[src/rtl/bit_deserializer_pkg.sv]
// Shared helpers for the serial-to-parallel deserializer.
// Sizes the bit counter so it can hold every value from 0 to WIDTH.
package bit_deserializer_pkg;

    function automatic int count_width(input int width);
        return $clog2(width + 1);
    endfunction

endpackage

[src/rtl/bit_deserializer.sv]
// Serial-to-parallel converter: shifts one bit per enabled clock into a WIDTH-bit
// register and pulses out_valid for one cycle after each completed word.
module bit_deserializer
    import bit_deserializer_pkg::*;
#(
    parameter int WIDTH     = 8,
    parameter bit MSB_FIRST = 1'b1,
    localparam int COUNT_W  = count_width(WIDTH)
) (
    input  logic               in_clock,
    input  logic               in_reset_n,
    input  logic               in_bit,
    input  logic               in_enable,
    output logic [WIDTH-1:0]   out_data,
    output logic               out_valid,
    output logic [COUNT_W-1:0] out_count
);

    logic [WIDTH-1:0]   data_q,  data_d;
    logic [COUNT_W-1:0] count_q, count_d;
    logic               valid_q, valid_d;
    logic               count_last;

    assign count_last = (count_q == COUNT_W'(WIDTH - 1));

    // NOTE: every next-state signal gets its hold value first, so no path leaves it unassigned and no latch is inferred.
    always_comb begin
        data_d  = data_q;
        count_d = count_q;
        valid_d = 1'b0;
        if (in_enable) begin
            if (MSB_FIRST) begin
                data_d = {data_q[WIDTH-2:0], in_bit};
            end else begin
                data_d = {in_bit, data_q[WIDTH-1:1]};
            end
            if (count_last) begin
                count_d = '0;
                valid_d = 1'b1;
            end else begin
                count_d = count_q + COUNT_W'(1);
            end
        end
    end

    // NOTE: state registers use non-blocking assignments so all of them update from the same pre-edge values.
    always_ff @(posedge in_clock) begin
        if (!in_reset_n) begin
            data_q  <= '0;
            count_q <= '0;
            valid_q <= 1'b0;
        end else begin
            data_q  <= data_d;
            count_q <= count_d;
            valid_q <= valid_d;
        end
    end

    assign out_data  = data_q;
    assign out_count = count_q;
    assign out_valid = valid_q;

endmodule

[config.mk]
export PLATFORM = sky130hd
export DESIGN_NAME = bit_deserializer
export DESIGN_NICKNAME = d
export VERILOG_FILES = /design/src/rtl/bit_deserializer_pkg.sv /design/src/rtl/bit_deserializer.sv
export SDC_FILE = /design/constraint.sdc
export NUM_CORES = 1
export LEC_CHECK = 0
export BUFFER_PORTS_ARGS = -buffer_cell sky130_fd_sc_hd__buf_4
export CAP_MARGIN = 20
export CORE_MARGIN = 2
export CORE_UTILIZATION = 40
export DETAILED_ROUTE_END_ITERATION = 8
export PLACE_DENSITY = 0.68
export REMOVE_ABC_BUFFERS = 1
export SYNTH_ARGS = -nofsm -noshare
export SYNTH_HDL_FRONTEND = slang
export SYNTH_SLANG_ARGS = --single-unit
export TNS_END_PERCENT = 10
[constraint.sdc]
create_clock -name in_clock -period 1 [get_ports in_clock]
set_input_delay 0.1 -clock in_clock [delete_from_list [all_inputs] [get_ports in_clock]]
set_output_delay 0.1 -clock in_clock [all_outputs]
set_load 0.005 [all_outputs]
==> results.py <==
metrics = {
    "outcome": {
        "status": "finished with violations",
        "violations": "negative setup slack",
    },
    "setup_path": {
        "crit_required_ns": 1.20,
        "critical-path-slowest-cell": "or3b_1",
        "arrival_ns": 1.25,
        "slowest_delay_ns": 0.36,
        "regToRegSetupSlack_ns": -0.05,
        "cp-start-kind": "flip-flop",
        "cpLargestDelayFamily": "simple AND/OR/NAND/NOR gates",
        "crit_type": "flip-flop to flip-flop",
        "path_buf_inv": 0,
        "cp_cell_sequence": "ha_4 > or3b_1 > mux2i_1",
        "end_kind": "flip-flop",
        "path_max_fanout": 3,
    },
    "cts": {
        "clock_sinks": 13,
        "worst_skew_pair.late_latency_ns": 0.26,
        "numCtsBuffers": 3,
        "clk_pin_slew_ns": 0.08,
        "htreeDepth": 1,
        "holdBufCountCts": 0,
        "clockBufferDepth": 2,
        "tritoncts": "built",
        "cts-root-buf": "clkbuf_4",
    },
    "synth": {
        "ys_warn_count": 0,
        "ys_seq_area_share_pct": 50.12,
        "ys_ff_latch": 13,
        "synthCells": 48,
        "syn_avg_cell_area_um2": 10.82,
        "synthesis.area_um2": 519.2,
        "yosysUniqueCellTypes": 18,
    },
    "cells_and_area": {
        "antenna_cells": 0,
        "final_area_um2": 704.4,
        "syn2layout_area_growth_pct": 35.66,
        "layout.nets": 74,
        "multi_input_comb_area_um2": 247.7,
        "final_common_cell": "buf_4",
        "final_cell_mix": "19 x buf_4, 11 x dfxtp_1, 10 x mux2i_1",
        "fillCellCount": 107,
        "layout-drive-gt1-share_pct": 44.12,
        "seqCellArea_um2": 262.8,
    },
    "place": {
        "place_congestion": 0.6822,
        "placed_cell_area_um2": 648.1,
        "dp_slack_ns": -0.06276,
        "place_hpwl_um": 629.9,
        "port_buffers": 16,
    },
    "timing": {
        "period_share_pct": 105.1,
        "slew_headroom_pct": 75.21,
        "max_freq_mhz": 951.3,
        "rsz0062_at_grt": "true",
        "fin_worst_skew_ns": 0.0009124,
        "setup_violations": 1,
        "whs_ns": 0.07273,
        "tns_ns": -0.05115,
        "worst_pin_slew_ns": 0.3715,
        "hold_viol": 0,
        "drv_slew": 0,
        "setup_ws_ns": -0.05115,
        "period_needed_ns": 1.051,
    },
    "route": {
        "highest_layer": "met4",
        "wire_per_inst_um": 11.82,
        "met1Wirelength_um": 482,
        "via_count": 390,
        "firstDrtPassIters": 1,
        "wl_met2_um": 424,
        "totalWireLength_um": 969,
        "final_antenna_net_count": 0,
        "drtIter0Drc": 0,
        "vias_per_cell": 4.756,
        "wl_met3_um": 51,
        "drc": 0,
    },
    "die": {
        "dieArea_um2": 1602,
        "io_pins": 17,
        "die_h_um": 40.03,
        "core_um2": 1156,
        "num_rows": 12,
        "initial_utilization_pct": 44.91,
        "die_x_um": 40.03,
    },
    "global_route": {
        "antenna_found_initial": 0,
        "grt_max_degree": 15,
        "track_usage_pct": 13.50,
        "grt_pass1_wl_um": 1373,
        "grt_overflow_total": 0,
        "grt_pass1_vias": 329,
    },
    "pwr": {
        "total_power_uw": 976.4,
        "p_sw_share_pct": 23.04,
        "power.leakage_nw": 0.3380,
        "worst_ir_drop_vdd_mv": 0.7872,
        "power.internal_uw": 751.5,
        "clkPwrFrac_pct": 32.2,
        "powerDensity_nw_per_um2": 1386,
        "pwr-share-comb_pct": 12.0,
        "switchingPower_uw": 224.9,
        "seqPwrFrac_pct": 55.8,
    },
    "hold_path": {
        "holdCritPathClass": "primary input to flip-flop",
    },
    "job": {
        "drv_cap": 0,
    },
}
-- cells in the mapped netlist (all sizes together) --
master	instances	area, um2
a21oi	1	5.000
inv	2	7.510
ha	1	12.51
dfxtp	13	260.3
buf	3	23.77
a21bo	1	10.01
a311oi	1	15.01
nor2	9	33.78
nor2b	1	6.260
nand2	1	3.750
nand4	1	6.260
or3b	1	8.760
and4	1	10.01
nand3b	1	7.510
xnor2	1	8.760
mux2i	10	100.1
-- area by class of cell --
type,instances,area share [%]
Sequential cell,13,37.30
Multi-Input combinational cell,30,35.17
Clock buffer,4,3.730
Tap cell,14,2.487
Inverter,2,1.066
Timing Repair Buffer,19,20.25
-- logic make-up after synthesis --
logic type / count (synthesis) / synth area share (%)
compound gates: 3 / 5.781
xor+xnor: 1 / 1.687
fa+ha+maj: 1 / 2.409
buf+inv: 5 / 6.024
flops: 13 / 50.12
mux: 10 / 19.28
simple gates: 15 / 14.70
-- tightest hold or removal path: cells and delay by family --
family | cells | cell delay, ns
muxes | 1 | 0.05
and+or+nand+nor | 1 | 0.07
buffers and inverters | 1 | 0.08
-- routing by layer --
layer | track usage, % | vias to the layer above
li1 | - | 204
met1 | 18.21 | 174
met2 | 16.94 | 10
met3 | 5.000 | 2
met4 | 10.34 | 0
met5 | 0 | -
-- flip-flops by register name (all words and copies together) (netlist names) --
register   cells
out_count      4
out_data       8
out_valid      1
-- timing repair --
action / in CTS / in global routing
endpoints found under the setup margin: 3 / 6
pin swaps: 1 / 1
setup buffers: 1 / 0
gates resized for setup: 4 / 3
-- final timing paths --
path / start / end / cells after the start
max: out_count[1] / out_count[3] / 3
min: in_bit / out_data[0] / 3
max reg2reg: out_count[1] / out_count[3] / 3
min reg2reg: out_data[7] / out_data[7] / 2
-- power groups by stage --
stage	sequential (mW)	combinational (mW)	clock, mW
global placement	0.552	0.111	0
detailed placement	0.552	0.110	0
finish	0.545	0.117	0.314
floorplan	0.557	0.0446	0
global route	0.547	0.128	0.351
CTS	0.545	0.115	0.330
-- stage by stage --
step                instances  util (%)
global placement           77     56.06
CTS                        82     60.28
global route               82     60.93
floorplan                  45         -
detailed placement         77     56.06
finish                     82     60.93
Power figures use the tool's default switching activity.
